<file path="src/rtl/qspi_mem_ctrl_if.sv">
// Core-side request/response bus of the quad-SPI memory controller.
// The core is the master; the controller is the slave.
interface qspi_mem_ctrl_if;
  logic        req_valid;
  logic        req_ready;
  logic        req_write;
  logic [23:0] req_addr;
  logic [31:0] req_wdata;
  logic        rsp_valid;
  logic [31:0] rsp_rdata;

  modport master (
    output req_valid, req_write, req_addr, req_wdata,
    input  req_ready, rsp_valid, rsp_rdata
  );

  modport slave (
    input  req_valid, req_write, req_addr, req_wdata,
    output req_ready, rsp_valid, rsp_rdata
  );
endinterface

</file>
<file path="src/rtl/qspi_mem_ctrl.sv">
// Quad-SPI sequencer: one 32-bit read/write per request as command, address, dummy and data nibbles.
// Define QSPI_QUAD_CMD_EN to send the command byte in quad mode; otherwise it goes out serially on io[0].
module qspi_mem_ctrl #(
  parameter int unsigned CLK_DIV      = 2,
  parameter int unsigned DUMMY_CYCLES = 6
) (
  input  logic           clock,
  input  logic           reset,
  qspi_mem_ctrl_if.slave mem,
  output logic           spi_cs_n,
  output logic           spi_sck,
  output logic [3:0]     io_out,
  output logic [3:0]     io_dir,
  input  logic [3:0]     io_in
);
  typedef enum logic [2:0] {IDLE, CMD, ADDR, DUMMY, DATA, DONE, GAP} state_t;

`ifdef QSPI_QUAD_CMD_EN
  localparam int unsigned CMD_PERIODS = 2;
`else
  localparam int unsigned CMD_PERIODS = 8;
`endif
  localparam logic [8:0] HALF_LAST  = 9'(CLK_DIV - 1);
  localparam logic [8:0] GAP_LAST   = 9'(2 * CLK_DIV - 1);
  localparam logic [3:0] CMD_LAST   = 4'(CMD_PERIODS - 1);
  localparam logic [3:0] DUMMY_LAST = 4'(DUMMY_CYCLES - 1);
  localparam logic [7:0] CMD_READ   = 8'hEB;
  localparam logic [7:0] CMD_WRITE  = 8'h38;

  state_t      state, state_nx;
  logic [8:0]  div_cnt;
  logic        sck_hi;
  logic [3:0]  per_cnt;
  logic        wr;
  logic [23:0] addr;
  logic [31:0] wdata;
  logic [31:0] rdata;
  logic [31:0] rsp_rdata;

  logic       in_spi;
  logic       half_end;
  logic       period_end;
  logic [7:0] cmd_byte;
  logic [2:0] addr_nib;

  assign in_spi     = state inside {CMD, ADDR, DUMMY, DATA};
  assign half_end   = (div_cnt == HALF_LAST);
  assign period_end = sck_hi && half_end;
  assign cmd_byte   = wr ? CMD_WRITE : CMD_READ;
  assign addr_nib   = 3'd5 - per_cnt[2:0];

  // State register plus the SCK divider and period counters that pace it.
  always_ff @(posedge clock or posedge reset) begin
    if (reset) begin
      state     <= IDLE;
      div_cnt   <= '0;
      sck_hi    <= 1'b0;
      per_cnt   <= '0;
      wr        <= 1'b0;
      addr      <= '0;
      wdata     <= '0;
      rdata     <= '0;
      rsp_rdata <= '0;
    end else begin
      // NOTE: non-blocking assignments so every register sees pre-edge values.
      state <= state_nx;
      if (state_nx != state) begin
        div_cnt <= '0;
        sck_hi  <= 1'b0;
        per_cnt <= '0;
      end else if (in_spi) begin
        if (half_end) begin
          div_cnt <= '0;
          sck_hi  <= ~sck_hi;
          if (sck_hi) per_cnt <= per_cnt + 4'd1;
        end else begin
          div_cnt <= div_cnt + 9'd1;
        end
      end else if (state == GAP) begin
        div_cnt <= div_cnt + 9'd1;
      end

      if (state == IDLE && mem.req_valid) begin
        wr    <= mem.req_write;
        addr  <= mem.req_addr;
        wdata <= mem.req_wdata;
      end

      // Sample on the edge that raises SCK: last cycle of the low half.
      if (state == DATA && !wr && !sck_hi && half_end)
        rdata <= {rdata[27:0], io_in};

      if (state == DATA && state_nx == DONE && !wr)
        rsp_rdata <= rdata;
    end
  end

  always_comb begin
    // NOTE: default assignment first so no path through the case infers a latch.
    state_nx = state;
    case (state)
      IDLE:    if (mem.req_valid) state_nx = CMD;
      CMD:     if (period_end && per_cnt == CMD_LAST) state_nx = ADDR;
      ADDR:    if (period_end && per_cnt == 4'd5)
                 state_nx = (wr || DUMMY_CYCLES == 0) ? DATA : DUMMY;
      DUMMY:   if (period_end && per_cnt == DUMMY_LAST) state_nx = DATA;
      DATA:    if (period_end && per_cnt == 4'd7) state_nx = DONE;
      DONE:    state_nx = GAP;
      GAP:     if (div_cnt == GAP_LAST) state_nx = IDLE;
      default: state_nx = IDLE;
    endcase
  end

  // Drive/direction only change with state or per_cnt, i.e. at the start of a low half.
  always_comb begin
    mem.req_ready = (state == IDLE);
    mem.rsp_valid = (state == DONE);
    spi_cs_n      = !in_spi;
    spi_sck       = sck_hi;
    io_out        = '0;
    io_dir        = '0;
    case (state)
      CMD: begin
`ifdef QSPI_QUAD_CMD_EN
        io_out = per_cnt[0] ? cmd_byte[3:0] : cmd_byte[7:4];
        io_dir = 4'hF;
`else
        io_out = {3'b000, cmd_byte[~per_cnt[2:0]]};
        io_dir = 4'b0001;
`endif
      end
      ADDR: begin
        io_out = addr[{addr_nib, 2'b00} +: 4];
        io_dir = 4'hF;
      end
      DATA: begin
        if (wr) begin
          io_out = wdata[{~per_cnt[2:0], 2'b00} +: 4];
          io_dir = 4'hF;
        end
      end
      default: ;
    endcase
  end

  assign mem.rsp_rdata = rsp_rdata;
endmodule
</file>
<file path="src/flat_wrapper.sv">
// flat-port wrapper written by rule: the top's interface ports become plain ports
module qspi_mem_ctrl_flat 
#(
  parameter int unsigned CLK_DIV      = 2,
  parameter int unsigned DUMMY_CYCLES = 6
)
  (clock, reset, spi_cs_n, spi_sck, io_out, io_dir, io_in, mem_req_valid, mem_req_write, mem_req_addr, mem_req_wdata, mem_req_ready, mem_rsp_valid, mem_rsp_rdata);
  qspi_mem_ctrl_if mem_i ();
  input  logic clock;
  input  logic reset;
  output logic spi_cs_n;
  output logic spi_sck;
  output logic [3:0] io_out;
  output logic [3:0] io_dir;
  input  logic [3:0] io_in;
  input wire logic [$bits(mem_i.req_valid)-1:0] mem_req_valid;
  input wire logic [$bits(mem_i.req_write)-1:0] mem_req_write;
  input wire logic [$bits(mem_i.req_addr)-1:0] mem_req_addr;
  input wire logic [$bits(mem_i.req_wdata)-1:0] mem_req_wdata;
  output wire logic [$bits(mem_i.req_ready)-1:0] mem_req_ready;
  output wire logic [$bits(mem_i.rsp_valid)-1:0] mem_rsp_valid;
  output wire logic [$bits(mem_i.rsp_rdata)-1:0] mem_rsp_rdata;
  assign mem_i.req_valid = mem_req_valid;
  assign mem_i.req_write = mem_req_write;
  assign mem_i.req_addr = mem_req_addr;
  assign mem_i.req_wdata = mem_req_wdata;
  assign mem_req_ready = mem_i.req_ready;
  assign mem_rsp_valid = mem_i.rsp_valid;
  assign mem_rsp_rdata = mem_i.rsp_rdata;
  qspi_mem_ctrl #(.CLK_DIV(CLK_DIV), .DUMMY_CYCLES(DUMMY_CYCLES)) u_core (.clock(clock), .reset(reset), .mem(mem_i), .spi_cs_n(spi_cs_n), .spi_sck(spi_sck), .io_out(io_out), .io_dir(io_dir), .io_in(io_in));
endmodule
</file>
<file path="config.mk">
export PLATFORM = sky130hd
export DESIGN_NAME = qspi_mem_ctrl_flat
export DESIGN_NICKNAME = d
export VERILOG_FILES = /design/src/rtl/qspi_mem_ctrl_if.sv /design/src/rtl/qspi_mem_ctrl.sv /design/src/flat_wrapper.sv
export SDC_FILE = /design/constraint.sdc
export NUM_CORES = 1
export LEC_CHECK = 0
export BUFFER_PORTS_ARGS = -buffer_cell sky130_fd_sc_hd__buf_4
export CAP_MARGIN = 20
export CORE_ASPECT_RATIO = 1.1
export CORE_MARGIN = 3
export CORE_UTILIZATION = 55
export CTS_BUF_LIST = sky130_fd_sc_hd__clkbuf_4
export DETAILED_ROUTE_END_ITERATION = 8
export PLACE_DENSITY = 0.81
export SYNTH_ARGS = -nofsm -noshare
export SYNTH_HDL_FRONTEND = slang
export SYNTH_SLANG_ARGS = --single-unit
</file>
<file path="constraint.sdc">
create_clock -name clock -period 5.3 [get_ports clock]
set_clock_uncertainty 0.05 [all_clocks]
set_input_delay 1.06 -clock clock [delete_from_list [all_inputs] [get_ports clock]]
set_output_delay 1.06 -clock clock [all_outputs]
set_load 0.05 [all_outputs]
</file>
---- Word-level counts from Yosys, hierarchy flattened ----
Index checks and enable logic that the tools add are counted.
word-level totals
  input port bits ......................... 64
  bits in read-only memories .............. 0
  bits in writable memories ............... 0
  bits in registers ....................... 138
  memories ................................ 0
  logic and storage cells ................. 75
  latch bits .............................. 0
operators by class
  bitwise gates (word level) .............. 2
  div/mod/pow operators ................... 0
  add/sub/neg operators ................... 3
  $lt $le $gt $ge ......................... 1
  mux-type cells .......................... 26
  multipliers ............................. 0
  eq/ne operators ......................... 12
  shift-type cells ........................ 2
  reductions and logical operators ........ 20
operators by type and width
  kind                                                        number
  two-way mux 9 bit                                           4
  indexed part select 32 x 6 -> 4 bit                         1
  two-way mux 4 bit                                           6
  case mux 4 bit (3 select lines)                             2
  indexed part select 24 x 6 -> 4 bit                         1
  two-way mux 3 bit                                           7
  case mux 3 bit (7 select lines)                             1
  equality test 3 bit, second input constant                  4
  adder 9 x 1 -> 9 bit, second input constant                 1
  equality test 9 x 1 -> 1 bit, second input constant         1
  equality test 9 x 2 -> 1 bit, second input constant         1
  logical AND 1 bit                                           9
  equality test 4 x 3 -> 1 bit, second input constant         2
  two-way mux 8 bit                                           1
  equality test 3 x 2 -> 1 bit, second input constant         2
  nonzero test 2 bit                                          3
  adder 4 x 1 -> 4 bit, second input constant                 1
  less-than comparator 3 x 4 -> 1 bit, second input constant  1
  two-way mux 1 bit                                           4
  nonzero test 4 bit                                          1
  binary-select mux 1 bit (select 3 bit)                      1
  equality test 3 x 1 -> 1 bit, second input constant         1
  logical NOT 1 bit                                           3
  logical NOT 3 bit                                           1
  other kinds (7)                                             7

---- Logic depth before layout (Yosys ltp) ----
Gate-level depths: netlist of the first run.
  depth after elaboration ................. 8
  gate-level depth with buffers ........... 9
  depth with buffers taken out ............ 7

---- Worst setup path before layout of the first run ----
OpenSTA, ideal clock, no wires.
  path kind ............................... reg2out
  start ................................... reg u_core.per_cnt[0]
  end ..................................... out io_out[2]
  stages on the path, launching flop included .. 6
  data required time ...................... 4.190 ns
  path slack .............................. 1.979 ns
  arrival time ............................ 2.211 ns
  cell sequence ........................... dfrtp_1 > buf_2 > clkbuf_1 > mux4_2 > mux2i_1 > o22ai_1
on the way
  longest elaborated chain between the ends .. 4
  elaborated cells between the ends (all ways) .. 6
  those cells by class .................... add/sub (1); shift (2); mux (2); bitwise (1)
RTL lines
  item                                                                      RTL line              RTL
  start: declaration                                                        qspi_mem_ctrl.sv:33   logic [3:0] per_cnt;
  start signal: assignment                                                  qspi_mem_ctrl.sv:75   if (sck_hi) per_cnt <= per_cnt + 4'd1;
  parallel branches: the longest is 3 deep, another holds subtractor 3 bit  --
  case mux 4 bit (3 select lines) (*)                                       qspi_mem_ctrl.sv:122  case (state)
  end: declaration                                                          flat_wrapper.sv:13    output logic [3:0] io_out;
Mark *: on every way between the ends.

---- Final worst setup path of the first run ----
  start ................................... reg u_core.per_cnt[1]
  end ..................................... out io_out[0]
on the way
  longest elaborated chain between the ends .. 4
  elaborated cells between the ends (all ways) .. 8
  those cells by class .................... add/sub (1); shift (2); mux (4); bitwise (1)
RTL lines
  item                                                                      RTL line
  parallel branches: the longest is 3 deep, another holds subtractor 3 bit  --
  case mux 4 bit (3 select lines) (*)                                       qspi_mem_ctrl.sv:122
Mark *: on every way between the ends. The select of a mux whose other input is x is not followed.

==> run_results.csv, run 1 <==
group,metric,value,unit
run_status,outcome,"completed",
clock_network,clock-sinks,138,
placement,port_buffers,107,
setup_path,crit_path_end_kind,"output port",
yosys,seq_area_frac_synth,53.8,%
detailed_routing,detail_route.iter0.violations,206,
placement,hpwl,9030,um
yosys,synth_top_family_by_area,"multiplexers",
setup_path,startpoint,"u_core.per_cnt[1]",
timing,setup-violations-final,0,
clock_network,clkLatencyLatePin,0.53,ns
clock_network,cts_setup_buffers,0,
clock_network,htree_levels,4,
clock_network,tritoncts,"built",
pwr,ir_drop,0.177,mV
yosys,async_reset_ff_share,100,%
clock_network,ctsResizeCount,0,
yosys,synth_fp_nets,522,
pwr,leakage,3.87,nW
clock_network,cts_hold_buffers,0,
setup_path,worstSetupPathType,"reg2out",
timing,grt_setup_unrepaired,"false",
final_layout,area_growth,18.2,%
floorplan,io_pins,108,
clock_network,cts_buffer_depth,2,
global_route,grt_pass1_vias,4262,
detailed_routing,drc_errors,0,
timing,timing.fmax,0.269,GHz
placement,gp_congestion,0.843,
floorplan,core,0.0112,sq mm
yosys,syn_inst,453,
yosys,synth_flop_cell,"dfrtp_1",
yosys,synth-simple-area-share,7.87,%
final_layout,finalCoreUtilization,68.0,%
worst_hold_path,hold_path.class,"reg2reg",
final_layout,antennaDiodeCount,0,
yosys,synth_largest_area_cell,"dfrtp_1",
timing,setup_tns,0,ns
setup_path,required,4.19,ns
global_route,grt_first_pass_wirelength,21500,um
floorplan,initial_core_util,57.5,%
detailed_routing,firstDrtPassIters,4,
timing,worstMarginPinSlew,0.769,ns
flow_run,drv_cap,0,
setup_path,crit_arrival,2.61,ns
pwr,power_density,300,mW/mm^2
timing,period_needed,3.72,ns
detailed_routing,viasPerCell,5.74,
yosys,ys_ff_latch,138,
yosys,synth_fa_ha_area_share,0.974,%
setup_path,critPathMaxStageDelay,0.74,ns
detailed_routing,wl_per_cell,17.9,um
floorplan,fp-row-count,40,
timing,hold_viol_final,0,
yosys,synth_compound_area_share,4.60,%
global_route,grt_usage,21.2,%
yosys,synth_top_area_share,53.8,%
setup_path,slowest_stage,"dfrtp_1",
global_route,grt_max_degree,88,
yosys,synth_edf_count,0,
yosys,syn_avg_cell_area,14.2,sq um
detailed_routing,drt-total-wl,12800,um
yosys,synth_mux_area_share,28.9,%
setup_path,crit_buf_inv,1,
timing,slew_violations,0,
setup_path,worstSetupStartpointType,"flop",
yosys,yosysMostFrequentCell,"dfrtp_1",
worst_hold_path,hold_start,"u_core.wdata[18]",
setup_path,crit_chain,"mux4_2 > a21oi_1 > o22ai_1 > a41o_1 > buf_4",
detailed_routing,num_vias,4101,
global_route,overflow,0,
yosys,synth_common_cells,"138 x dfrtp_1, 91 x mux2_2, 30 x mux2_4, 18 x nand2_1, 15 x a21oi_1",
setup_path,worstPathMaxFanout,15,
global_route,antenna_found_initial,0,
floorplan,dieWidth,109,um
clock_network,clk_pin_slew,0.12,ns
yosys,synthesis.area,0.00642,sq mm
detailed_routing,ant_nets,0,
timing,max_slew_margin,48.7,%
floorplan,dieHeight,119,um
setup_path,crit_family,"flip-flops",
floorplan,die_area,0.0130,sq mm
timing,fin_crit_sh,70.3,%
yosys,synth-xor-area-share,0.682,%
setup_path,reg2reg_from,"u_core.per_cnt[1]",
yosys,synthDistinctLibCells,52,
final_layout,nFillCells,785,
clock_network,numCtsBuffers,17,
final_layout,drive_above_1_share,50.9,%
pwr,power.total,2.28,mW
yosys,yosys-top-cells-area,"dfrtp_1 54%, mux2_2 16%, mux2_4 7.0%",
yosys,yosys_warnings,0,
clock_network,cts-root-buf,"clkbuf_4",
final_layout,layout.nets,624,
-- where the power goes --
| group | switching [mW] | internal (mW) | total, mW |
|---|---|---|---|
| clock | 0.426 | 0.299 | 0.725 |
| sequential | 0.0858 | 1.09 | 1.18 |
| combinational | 0.199 | 0.174 | 0.373 |
| total | 0.711 | 1.56 | 2.28 |
-- registers in the layout (all words and copies together), names as in the netlist --
| signal | flops |
|---|---|
| u_core.state | 3 |
| u_core.addr | 24 |
| u_core.wr | 1 |
| u_core.mem.rsp_rdata | 32 |
| u_core.spi_sck | 1 |
| u_core.wdata | 32 |
| u_core.rdata | 32 |
| u_core.div_cnt | 9 |
| u_core.per_cnt | 4 |
-- area by class of cell --
class | count | area [sq um] | area share, %
clock buffer | 17 | 128 | 1.68
clock inverter | 15 | 180 | 2.37
sequential | 138 | 3450 | 45.5
tap | 147 | 184 | 2.42
timing repair buffer | 112 | 858 | 11.3
inverter | 4 | 20.0 | 0.264
multi-input combinational | 282 | 2760 | 36.4
-- per-stage QoR --
step	setup WS (ns)	instances	area (sq um)	hold WS [ns]
after floorplan	0.494	453	6420	0.425
after global placement	1.86	681	7250	0.436
after detailed placement	1.85	681	7250	0.437
after CTS	1.22	713	7550	0.474
after global routing	1.44	715	7590	0.485
final	1.58	715	7590	0.468
-- layout by cell type, fill, tap and decap left out, types with 3 or more instances in the layout --
cell type and n:
a21oi_1 15, xor2_1 3, a21o_1 3, inv_8 4
or3_1 3, o22ai_1 4, nand2_1 18, o21ai_0 8
mux2i_1 11, inv_6 5, inv_1 3, mux4_2 12
nand3_1 9, dfrtp_1 138, nand4_1 4, ha_1 5
nor3_1 8, nor2b_1 3, nor2_1 14, clkbuf_4 17
clkinvlp_4 3, mux2_4 30, mux2_2 91, buf_4 110
-- logic make-up after synthesis --
group	Yosys count
adder cells (fa/ha/maj)	5
XOR/XNOR	5
AO/OA/AOI/OAI	42
flip-flops	138
multiplexers	144
buffers and inverters	33
AND/OR/NAND/NOR	86
-- metal layers --
metal | share of wire (%) | GRT usage [%]
met2 | 51 | 33.7
met4 | 1.9 | 8.37
met5 | 0 | 0
met3 | 4.2 | 4.82
met1 | 43 | 28.3
-- final timing paths --
check,endpoint,slack [ns],depth (start not counted)
setup / recovery,io_out[0],1.58,5
hold / removal,u_core.wdata[18],0.47,1
setup reg to reg,u_core.mem.rsp_rdata[24],2.23,7
hold reg to reg,u_core.wdata[18],0.47,1
max in group asynchronous,u_core.mem.rsp_rdata[8],3.47,3
min in group asynchronous,u_core.addr[8],0.60,2
Note: power is estimated with default switching activity, not from simulation.
==> run 2, diff against run 1 <==
ABC_AREA = 1   (was unset)
CORE_UTILIZATION = 52   (was 55)
clock period = 3.2 ns   (was 5.3 ns; I/O delays follow)
==> run 2 against run 1 <==
Cell count is 29% higher. Synthesized area is 2.4% lower. Die area is 3.0% higher. Core utilization is 3.8 points lower. Power is 34% higher. Count of clock-buffer cells in the layout is 1 higher. Clock power is 66% higher. Sequential share of layout area is 0.72 points higher. Non-clock buffer count is 3 higher. Critical endpoint is now io_out[3]. Largest cell class unchanged. Largest power group unchanged. Highest routed layer unchanged.
==> run_results.csv, run 2 <==
group,metric,value,unit
detailed_routing,detail_route.iter0.violations,365,
clock_network,cts-root-buf,"clkbuf_4",
detailed_routing,firstDrtPassIters,5,
pwr,leakage,3.80,nW
pwr,power_density,408,mW/mm^2
detailed_routing,viasPerCell,5.36,
yosys,synth_edf_count,0,
detailed_routing,ant_nets,0,
worst_hold_path,hold_path.class,"in2reg",
timing,setup_tns,0,ns
floorplan,fp-row-count,41,
yosys,syn_inst,661,
global_route,overflow,0,
clock_network,htree_levels,4,
yosys,async_reset_ff_share,100,%
clock_network,clkLatencyLatePin,0.55,ns
yosys,synthesis.area,0.00626,sq mm
yosys,synthDistinctLibCells,33,
floorplan,die_area,0.0134,sq mm
yosys,synth_largest_area_cell,"dfrtp_1",
final_layout,top_regs,"u_core.mem.rsp_rdata (32), u_core.rdata (32), u_core.wdata (32)",
timing,fin_crit_sh,94.5,%
timing,grt_setup_unrepaired,"false",
yosys,synth_fp_nets,730,
placement,port_buffers,107,
pwr,ir_drop,0.313,mV
yosys,synth_common_cells,"138 x dfrtp_1, 98 x nand2_1, 77 x o21ai_0, 76 x inv_1, 49 x a21oi_1",
placement,hpwl,10400,um
run_status,outcome,"completed",
clock_network,tritoncts,"built",
global_route,grt_first_pass_wirelength,23500,um
detailed_routing,drc_errors,0,
final_layout,layout.nets,828,
final_layout,drive_above_1_share,26.2,%
clock_network,cts_buffer_depth,2,
global_route,antenna_found_initial,0,
global_route,grt_max_degree,71,
timing,worstMarginPinSlew,0.845,ns
yosys,yosys_warnings,0,
floorplan,initial_core_util,53.8,%
timing,max_slew_margin,43.7,%
yosys,yosys-top-cells-area,"dfrtp_1 55%, o21ai_0 6.2%, nand2_1 5.9%",
global_route,grt_usage,21.8,%
final_layout,instances_no_fill,922,
timing,hold_viol_final,0,
yosys,seq_area_frac_synth,55.1,%
final_layout,antennaDiodeCount,0,
floorplan,dieHeight,121,um
global_route,grt_pass1_vias,4993,
setup_path,required,2.51,ns
floorplan,io_pins,108,
yosys,ys_ff_latch,138,
yosys,yosysMostFrequentCell,"dfrtp_1",
setup_path,worstSetupPathType,"reg2out",
clock_network,clock-sinks,138,
final_layout,finalCoreUtilization,64.2,%
detailed_routing,wl_per_cell,15.5,um
setup_path,worstPathMaxFanout,37,
final_layout,area_growth,19.3,%
timing,setup-violations-final,0,
timing,timing.fmax,0.331,GHz
detailed_routing,num_vias,4946,
floorplan,core,0.0116,sq mm
placement,dp.cells,890,
clock_network,numCtsBuffers,17,
setup_path,crit_arrival,2.33,ns
final_layout,final_common_cell,"dfrtp_1",
placement,gp_congestion,0.879,
flow_run,drv_cap,0,
yosys,syn_avg_cell_area,9.48,sq um
final_layout,final_cell_mix,"137 x dfrtp_1, 115 x buf_4, 97 x nand2_1",
setup_path,worstSetupStartpointType,"flop",
final_layout,nFillCells,944,
setup_path,crit_path_end_kind,"output port",
timing,slew_violations,0,
timing,period_needed,3.02,ns
detailed_routing,drt-total-wl,14300,um
clock_network,clk_pin_slew,0.11,ns
yosys,synth_flop_cell,"dfrtp_1",
yosys,synth_top_area_share,55.1,%
floorplan,dieWidth,111,um
run 2: cell count changes in the layout (fill, tap and decap cells not counted), sizes merged, moves of 12 or more:
cell / delta
nand2: +85
mux2: -82
o21ai: +69
inv: +68
a21oi: +34
nor2: +33
nand4: +20
nand3: +15
mux4: -12
run 2: stage by stage:
step                      cell area [sq um]  hold slack [ns]  worst slack (ns)  total power, mW
after floorplan                        6270            0.396             0.738             1.81
after global placement                 7160            0.413             0.651             1.88
after detailed placement               7160            0.419             0.491             1.88
after CTS                              7470            0.212             0.163             3.08
after global routing                   7470            0.211           0.00678             3.15
final                                  7470            0.250             0.175             3.05
run 2: final cells by class:
cell class,count,area (sq um),area share [%]
Clock inverter,14,174,2.33
Timing Repair Buffer,115,863,11.6
Tap cell,150,188,2.51
Sequential cell,138,3450,46.2
Clock buffer,18,135,1.81
Inverter,81,312,4.17
Multi-Input combinational cell,406,2350,31.4
run 2: path summary, 6_finish.rpt:
check / start / endpoint / slack (ns) / cells past startpoint
setup / recovery: u_core.per_cnt[0] / io_out[3] / 0.18 / 5
hold / removal: io_in[0] / u_core.rdata[0] / 0.25 / 2
setup reg to reg: u_core.per_cnt[0] / u_core.mem.rsp_rdata[1] / 0.70 / 7
hold reg to reg: u_core.rdata[25] / u_core.rdata[25] / 0.45 / 2
max in group asynchronous: reset / u_core.per_cnt[1] / 2.19 / 3
min in group asynchronous: reset / u_core.rdata[15] / 0.30 / 3
run 2: repair_timing:
item,in CTS,in global routing
resized for setup,2,0
buffers inserted,0,0
endpoints found under the setup margin,1,0
hold buffers,0,0
run 2: per-layer routing:
| metal | part of all wire, % | GRT usage (%) | routed length (um) | up-vias |
|---|---|---|---|---|
| li1 | - | - | - | 2396 |
| met1 | 42 | 26.9 | 6010 | 2364 |
| met2 | 49 | 36.9 | 7050 | 158 |
| met3 | 6.5 | 6.53 | 926 | 28 |
| met4 | 2.1 | 7.54 | 294 | 0 |
| met5 | 0 | 0 | 0 | - |
run 2: worst max-delay path, stage by stage, from the launching register on:
cell      delay (ns)
dfrtp_1         0.57
buf_4           0.39
o21ai_0         0.19
o211ai_1        0.22
a32o_1          0.22
buf_4           0.21
run 2: where the power goes:
group          switching (mW)  leakage, nW  internal (mW)
Combinational          0.0472         1.88         0.0517
Sequential            0.00135         1.77           1.75
Clock                   0.647        0.155          0.552
run 2: cell families after synthesis:
kind of cell | synth area share [%]
multiplexers | 7.01
adder cells (fa/ha/maj) | 0.999
AND/OR/NAND/NOR | 15.5
flip-flops | 55.1
buffers and inverters | 7.53
AO/OA/AOI/OAI | 12.4
XOR/XNOR | 1.40
